$ cat src/rtl/ov7670_pixel_capture.sv
// OV7670 parallel-bus capture: synchronises PCLK/VSYNC/HREF/D into CLK,
// pairs bytes into RGB565, tracks raw X/Y, crops the centred window and
// presents pixels on a valid/ready handshake, counting drops.
// Ports: CLK, RST (sync, active-high); i_enable, i_pclk, i_vsync, i_href,
// i_data[7:0], i_ready in; o_pixel[15:0], o_valid, o_x[9:0], o_y[8:0],
// o_frame_start, o_frame_done, o_drop_count[15:0], o_busy out.
module ov7670_pixel_capture #(
    parameter int unsigned FrameWidth        = 640,
    parameter int unsigned FrameHeight       = 480,
    parameter int unsigned ActiveFrameWidth  = 512,
    parameter int unsigned ActiveFrameHeight = 384,
    parameter int unsigned CropX             = 64,
    parameter int unsigned CropY             = 48
) (
    input  logic        CLK,
    input  logic        RST,
    input  logic        i_enable,
    input  logic        i_pclk,
    input  logic        i_vsync,
    input  logic        i_href,
    input  logic [7:0]  i_data,
    input  logic        i_ready,
    output logic [15:0] o_pixel,
    output logic        o_valid,
    output logic [9:0]  o_x,
    output logic [8:0]  o_y,
    output logic        o_frame_start,
    output logic        o_frame_done,
    output logic [15:0] o_drop_count,
    output logic        o_busy
);

    typedef enum logic [1:0] {IDLE, SYNC, CAPTURE} state_e;

    localparam logic [9:0] XMax = 10'(FrameWidth);
    localparam logic [9:0] XLo  = 10'(CropX);
    localparam logic [9:0] XHi  = 10'(CropX + ActiveFrameWidth);
    localparam logic [8:0] YMax = 9'(FrameHeight);
    localparam logic [8:0] YLo  = 9'(CropY);
    localparam logic [8:0] YHi  = 9'(CropY + ActiveFrameHeight);

    // [0],[1] are the synchroniser pair, [2] is the edge-detect history
    logic [2:0]  pclk_q, vsync_q, href_q;
    logic [7:0]  data_s1_q, data_s2_q;

    // Registered edge events, aligned with the byte they qualify
    logic        pclk_rise_q, href_fall_q, vs_rise_q, vs_fall_q, href_lvl_q;
    logic [7:0]  byte_q;

    state_e      state_q, state_d;
    logic        seen_q, seen_d;
    logic        start_d, done_d, start_q, done_q;

    logic [9:0]  xr_q, xr_d;
    logic [8:0]  yr_q, yr_d;
    logic        ph_q, ph_d;
    logic [7:0]  hi_q, hi_d;
    logic [15:0] pix_q, pix_d;
    logic [9:0]  px_q, px_d;
    logic [8:0]  py_q, py_d;
    logic        stb_q, stb_d;
    logic        in_win;

    logic        valid_q, valid_d;
    logic [15:0] opix_q, opix_d;
    logic [9:0]  ox_q, ox_d;
    logic [8:0]  oy_q, oy_d;
    logic [15:0] drop_q, drop_d;

    always_comb begin
        state_d = state_q;
        seen_d  = seen_q;
        start_d = 1'b0;
        done_d  = 1'b0;
        unique case (state_q)
            IDLE: begin
                seen_d = 1'b0;
                if (i_enable) state_d = SYNC;
            end
            SYNC: begin
                // A falling edge only counts once VSYNC was seen high here
                if (vsync_q[2]) seen_d = 1'b1;
                if (vs_fall_q && seen_q) begin
                    state_d = CAPTURE;
                    start_d = 1'b1;
                    seen_d  = 1'b0;
                end
            end
            CAPTURE: begin
                if (vs_rise_q) begin
                    done_d  = 1'b1;
                    state_d = i_enable ? SYNC : IDLE;
                end
            end
            default: state_d = IDLE;
        endcase
    end

    assign in_win = (xr_q >= XLo) && (xr_q < XHi) &&
                    (yr_q >= YLo) && (yr_q < YHi);

    always_comb begin
        xr_d  = xr_q;
        yr_d  = yr_q;
        ph_d  = ph_q;
        hi_d  = hi_q;
        pix_d = pix_q;
        px_d  = px_q;
        py_d  = py_q;
        stb_d = 1'b0;
        if (start_d) begin
            xr_d = '0;
            yr_d = '0;
            ph_d = 1'b0;
        end else if (state_q == CAPTURE) begin
            if (href_fall_q) begin
                xr_d = '0;
                ph_d = 1'b0;
                if (yr_q != YMax) yr_d = yr_q + 9'd1;
            end else if (pclk_rise_q && href_lvl_q) begin
                if (!ph_q) begin
                    hi_d = byte_q;
                    ph_d = 1'b1;
                end else begin
                    ph_d  = 1'b0;
                    pix_d = {hi_q, byte_q};
                    px_d  = xr_q - XLo;
                    py_d  = yr_q - YLo;
                    stb_d = in_win;
                    // Saturate so overlong lines never wrap into the window
                    if (xr_q != XMax) xr_d = xr_q + 10'd1;
                end
            end
        end
    end

    always_comb begin
        valid_d = valid_q;
        opix_d  = opix_q;
        ox_d    = ox_q;
        oy_d    = oy_q;
        drop_d  = drop_q;
        if (stb_q) begin
            if (!valid_q || i_ready) begin
                valid_d = 1'b1;
                opix_d  = pix_q;
                ox_d    = px_q;
                oy_d    = py_q;
            end else if (drop_q != 16'hFFFF) begin
                drop_d = drop_q + 16'd1;
            end
        end else if (i_ready) begin
            valid_d = 1'b0;
        end
    end

    always_ff @(posedge CLK) begin
        if (RST) begin
            pclk_q      <= '0;
            vsync_q     <= '0;
            href_q      <= '0;
            data_s1_q   <= '0;
            data_s2_q   <= '0;
            pclk_rise_q <= 1'b0;
            href_fall_q <= 1'b0;
            vs_rise_q   <= 1'b0;
            vs_fall_q   <= 1'b0;
            href_lvl_q  <= 1'b0;
            byte_q      <= '0;
            state_q     <= IDLE;
            seen_q      <= 1'b0;
            start_q     <= 1'b0;
            done_q      <= 1'b0;
            xr_q        <= '0;
            yr_q        <= '0;
            ph_q        <= 1'b0;
            hi_q        <= '0;
            pix_q       <= '0;
            px_q        <= '0;
            py_q        <= '0;
            stb_q       <= 1'b0;
            valid_q     <= 1'b0;
            opix_q      <= '0;
            ox_q        <= '0;
            oy_q        <= '0;
            drop_q      <= '0;
        end else begin
            pclk_q      <= {pclk_q[1:0], i_pclk};
            vsync_q     <= {vsync_q[1:0], i_vsync};
            href_q      <= {href_q[1:0], i_href};
            data_s1_q   <= i_data;
            data_s2_q   <= data_s1_q;
            pclk_rise_q <= pclk_q[1] & ~pclk_q[2];
            href_fall_q <= ~href_q[1] & href_q[2];
            vs_rise_q   <= vsync_q[1] & ~vsync_q[2];
            vs_fall_q   <= ~vsync_q[1] & vsync_q[2];
            href_lvl_q  <= href_q[1];
            byte_q      <= data_s2_q;
            state_q     <= state_d;
            seen_q      <= seen_d;
            start_q     <= start_d;
            done_q      <= done_d;
            xr_q        <= xr_d;
            yr_q        <= yr_d;
            ph_q        <= ph_d;
            hi_q        <= hi_d;
            pix_q       <= pix_d;
            px_q        <= px_d;
            py_q        <= py_d;
            stb_q       <= stb_d;
            valid_q     <= valid_d;
            opix_q      <= opix_d;
            ox_q        <= ox_d;
            oy_q        <= oy_d;
            drop_q      <= drop_d;
        end
    end

    assign o_pixel       = opix_q;
    assign o_valid       = valid_q;
    assign o_x           = ox_q;
    assign o_y           = oy_q;
    assign o_frame_start = start_q;
    assign o_frame_done  = done_q;
    assign o_drop_count  = drop_q;
    assign o_busy        = (state_q == CAPTURE);

endmodule
$ cat config.mk
export PLATFORM = sky130hd
export DESIGN_NAME = ov7670_pixel_capture
export DESIGN_NICKNAME = d
export VERILOG_FILES = /design/src/rtl/ov7670_pixel_capture.sv
export SDC_FILE = /design/constraint.sdc
export NUM_CORES = 1
export LEC_CHECK = 0
export CAP_MARGIN = 20
export CORE_MARGIN = 4
export CORE_UTILIZATION = 40
export CTS_BUF_LIST = sky130_fd_sc_hd__clkbuf_16
export DETAILED_ROUTE_END_ITERATION = 6
export RECOVER_POWER = 50
export SLEW_MARGIN = 20
export SYNTH_ARGS = -nofsm -noshare
export SYNTH_HDL_FRONTEND = slang
export SYNTH_SLANG_ARGS = --single-unit
$ cat constraint.sdc
create_clock -name CLK -period 5.75 [get_ports CLK]
set_input_delay 1.15 -clock CLK [delete_from_list [all_inputs] [get_ports CLK]]
set_output_delay 1.15 -clock CLK [all_outputs]
set_load 0.005 [all_outputs]
# Yosys cells after proc, flatten, opt, wreduce, memory -nomap -nowiden
# Cells that the tools add are included.
# word_totals
register_bits	159
output_inout_bits	55
elab_cells	108
inputBits	15
# classes
magnitude_cmp	4
eq_ne	10
bitwise	14
add_sub_neg	5
reduce_logical	26
muxes	21
# ops
operator	n
$mux 10	4
$add 16x1->16 const B	1
$ne 16x16->1 const B	1
$mux 1	12
$add 10x1->10 const B	1
$ge 10x7->1 const B	1
$lt 10x10->1 const B	1
$ne 10x10->1 const B	1
$not 1->1	10
$reduce_and 5->1	2
$reduce_bool 2->1	5
$sub 10x7->10 const B	1
$add 9x1->9 const B	1
$ge 9x6->1 const B	1
$lt 9x9->1 const B	1
$ne 9x9->1 const B	1
$reduce_and 3->1	3
$sub 9x6->9 const B	1
$reduce_and 2->1	4
$mux 2	3
$pmux 2 s3	1
$reduce_or 6->1	1
$logic_and 1x1->1	5
$and 1x1->1	4
11 further kinds	14

# Depth between registers and ports, before layout
# logic_depth
ltp_word	5
ltp_mapped	7
depth_no_buf	6

# Least setup slack after synthesis
# No wires, ideal clock.
# synth_path
path_type	input port to flip-flop
start	input i_ready
end	register drop_q[14] (netlist: o_drop_count[14])
setup_time_ps	70
arrival_ps	2448
required_ps	5680
path_slack_ps	3232
n_path_buf	0
cell_stages	4
path_cell_list	nand2b_1 > or4_4 > or4_1 > a21oi_1
# synth_between
elab_chain_cells	3
# synth_rtl
element	line	text
from (decl)	22	input logic i_ready,
$logic_or 1x1->1	144	if (!valid_q || i_ready) begin
$not 1->1 (no line)	n/a	
$reduce_and 3->1 (no line)	n/a	
to (signal assigned)	215	drop_q <= drop_d;
to (decl)	68	logic [15:0] drop_q, drop_d;
# Every way passes these cells.
# A chain may end at the register's enable or synchronous reset.

==> qor_table.md <==
| Parameter | This run | Unit |
|:---|:---|:---|
| Count of nets after finishing | 765 | - |
| R2R cell count | 4 | - |
| Critical Path Source Type | primary input | - |
| Largest vdd supply drop | 0.206 | mV |
| Wirelength per Cell | 14.0 | um |
| Crit Path Max Fanout | 97 | - |
| Buffer count from post-CTS setup fixing | 0 | - |
| Resized Gates After CTS | 0 | - |
| Pwr per Cell Area | 301 | nW/um^2 |
| Hold-critical path depth | 1 | - |
| Full die area | 17,000 | um^2 |
| Average cell area after synthesis | 8.72 | um^2 |
| Ratio of cells with drive above 1 in the final layout | 4.66 | % |
| Total Neg Setup Slack | 0 | ps |
| Top area cells in the synthesized netlist | dfxtp_1 53%, nand2_1 9.1%, a21oi_1 7.3%, nor2b_1 3.9%, clkbuf_1 2.3% | - |
| Combined area of all synthesized cells | 5980 | um^2 |
| Number of design rule violations left after detail routing | 0 | - |
| Ranking of synthesized cells by instance count | 158 x dfxtp_1, 145 x nand2_1, 87 x a21oi_1 | - |
| Static leakage | 2.48 | nW |
| Area growth syn-to-layout | 22.6 | % |
| Violation count after the first detailed-routing iteration | 321 | - |
| Failing checks | capacitance limit, slew limit | - |
| Hold path endpoint | pclk_rise_q | - |
| Setup crit start | RST | - |
| Hold Violations, Final | 0 | - |
| Skew-Pair Late Insertion Delay | 420 | ps |
| Wire length after detailed routing | 13.1 | mm |
| Synthesized netlist cell count | 686 | - |
| Post-route clock skew | 6.86 | ps |
| Clock buffer count from CTS | 17 | - |
| Ports placed on the boundary | 70 | - |
| Antenna cells | 0 | - |
| Post-synthesis net count | 712 | - |
| CP required | 6070 | ps |
| Crit. End Element | flop | - |
| Worst reg2reg path endpoint | xr_q[3] | - |
| Outcome | finished, violations left | - |
| Std-Cell Rows | 44 | - |
| Largest area contributor in the synthesized netlist | dfxtp_1 | - |
| Sum of internal, switching and leakage power | 2.20 | mW |
| Filler Cell Count | 1,374 | - |
| Distinct cell type count after synthesis | 50 | - |
| RSZ-0062 raised after global routing | no | - |
| Initial antenna violation count | 0 | - |
| Maximum buffer depth of the clock tree | 2 | - |
| Remaining antenna violation count after routing | 0 | - |
| Number of sinks driven by the clock tree | 158 | - |
| Min Tclk post-route | 3900 | ps |
| Dominant cell by count in the synthesized netlist | dfxtp_1 | - |
| Ys flop type | dfxtp_1 | - |
| Relative max-transition margin | -22.5 | % |
| Path class of the lowest-slack min-delay path | reg -> reg | - |
| Total vias in the final route | 4,915 | - |
| Starting density of the core | 41.0 | % |
| Aggregate global-route resource usage | 15.9 | % |
| Portion of synthesized cell area occupied by the leading cell type | 52.9 | % |
| Die width | 130 | um |
| Share of synthesized registers carrying an async set or reset | 0 | % |
| Hold Path Origin | pclk_q[2] | - |
| Grt ovf | 0 | - |
| Number of vias per cell after detailed routing | 5.26 | - |
| Yosys warnings | 0 | - |
| CTS tree | yes | - |
| Clock-pin slew on the worst setup and hold paths | 60 | ps |
| Portion of the post-synthesis area used by sequential elements | 52.9 | % |
| Y dimension of the die | 130 | um |
| Post-DP Area | 6790 | um^2 |
| Post-cts hold buffer count | 0 | - |
| Final-report setup violation count | 0 | - |
| Origin of the critical flop-to-flop path | state_q[1] | - |
| Max Fclk | 0.256 | GHz |
| Detailed placement HPWL | 8.62 | mm |
| Clock Root Buffer | clkbuf_16 | - |
| Number of cells after detailed placement | 904 | - |
| Worst path arrival time | 4220 | ps |
| Number of global-route vias before repair | 4,557 | - |
| Final worst path period share | 67.8 | % |
| Flip-flop and latch count after synthesis | 158 | - |
| Least-Margin Pin Slew | 1840 | ps |
| Non-filler instance count after layout | 935 | - |
| Wire length of the first global-routing pass | 21.5 | mm |
| Pins over their slew limit | 174 | - |
| Place WS | 2710 | ps |
| Routed wire length on met2 | 5.83 | mm |
| R2R setup slack | 3070 | ps |
| Metal3 WL | 713 | um |
| Setup slack after layout | 1850 | ps |
| Crit path kind | in -> reg | - |
| Finished layout cell area | 7340 | um^2 |
| Length of routed wiring on met1 | 6.28 | mm |
| H-tree level count | 4 | - |
| Number of flops mapped to enable cells by yosys | 0 | - |
| Maximum number of pins on one net before global-route repair | 98 | - |
| Number of I/O port buffers | 69 | - |
| Max cap viols | 3 | - |
| Global placement routability congestion | 0.843 | - |
| Core Region | 14,600 | um^2 |
| DR top layer | met4 | - |
| Number of detailed-routing iterations run before antenna repair | 5 | - |
## sequential cells by signal, summed over array words and instances (netlist names), 3 cells and up
| signal | count |
|---|---|
| byte_q | 8 |
| data_s1_q | 8 |
| data_s2_q | 8 |
| hi_q | 8 |
| href_q | 3 |
| o_drop_count | 16 |
| o_pixel | 16 |
| o_x | 10 |
| o_y | 9 |
| pclk_q | 3 |
| pix_q | 16 |
| px_q | 10 |
| py_q | 9 |
| vsync_q | 3 |
| xr_q | 10 |
| yr_q | 9 |
## critical path, stage by stage
cell and delay [ps]:
clkbuf_1 1170, clkbuf_2 1510, nor2b_1 130, nor2b_1 210
## stage by stage
step	utilization [%]	hold slack [ps]
floorplan	-	367
global placement	46.6	375
detailed placement	46.6	388
CTS	50.4	397
global route	50.3	420
finish	50.3	395
## worst max path at each step
stage | slack (ps) | cells past startpoint | to
2_1_floorplan | 3230 | 4 | o_drop_count[14]
3_3_place_gp | 2740 | 5 | o_drop_count[14]
3_5_place_dp | 2710 | 5 | o_drop_count[14]
4_1_cts | 2810 | 3 | o_busy
5_1_grt | 1480 | 4 | pclk_rise_q
6_report | 1850 | 4 | pclk_rise_q
## per-layer routing
metal / track usage [%] / vias to the layer above
li1: - / 2449
met1: 21.5 / 2314
met2: 23.8 / 128
met3: 4.05 / 24
met4: 7.03 / 0
met5: 0 / -
## cell usage in the layout, fill, tap and decap left out, types with 3 or more instances in the layout
| cell type | netlist | final |
|---|---|---|
| dfxtp_1 | 158 | 158 |
| nor2_1 | 34 | 34 |
| o21ai_0 | 17 | 17 |
| nor4_1 | 6 | 6 |
| clkbuf_16 | 0 | 17 |
| o31ai_1 | 6 | 6 |
| and2_1 | 5 | 3 |
| or3_1 | 10 | 10 |
| nand4b_1 | 3 | 3 |
| xnor2_1 | 10 | 10 |
| nor3b_1 | 3 | 3 |
| nand3_1 | 13 | 13 |
| or4_1 | 6 | 6 |
| a31oi_1 | 4 | 4 |
| clkinvlp_4 | 0 | 3 |
| a21oi_1 | 87 | 87 |
| buf_4 | 0 | 3 |
| mux2i_1 | 10 | 10 |
| nand2b_1 | 3 | 4 |
| nand2_1 | 145 | 145 |
| and3_1 | 4 | 4 |
| ha_1 | 11 | 11 |
| clkdlybuf4s50_1 | 0 | 67 |
| nor2b_1 | 37 | 37 |
| nor3_1 | 8 | 8 |
| a211oi_1 | 7 | 7 |
| inv_1 | 15 | 18 |
| o31a_1 | 3 | 3 |
| nand4_1 | 10 | 10 |
## report_power, final
part	total (mW)	internal (mW)	switching [mW]	leakage, nW
clock network	1.06	0.628	0.430	0.274
registers	1.11	1.11	0.00486	1.28
logic	0.0364	0.0155	0.0209	0.930
total	2.20	1.75	0.456	2.48
## logic make-up (layout without fill, tap and decap cells)
group	count (synthesis)	in the layout	share of synthesized area, %
AND/OR/NAND/NOR	300	300	24.4
flip-flops	158	158	52.9
XOR/XNOR	12	12	1.76
AO/OA/AOI/OAI	139	139	13.3
multiplexers	11	11	1.86
buffers and inverters	55	120	3.49
adder cells (fa/ha/maj)	11	11	2.30
## area by class of cell
| cell class | count | area, um^2 | area share [%] |
|---|---|---|---|
| clock buffer | 17 | 425 | 5.80 |
| clock inverter | 14 | 129 | 1.76 |
| inverter | 15 | 56.3 | 0.768 |
| multi-input combinational | 473 | 2620 | 35.7 |
| sequential | 158 | 3160 | 43.1 |
| tap | 184 | 230 | 3.14 |
| timing repair buffer | 74 | 716 | 9.76 |
No activity file was read; power rests on OpenSTA's default activity.
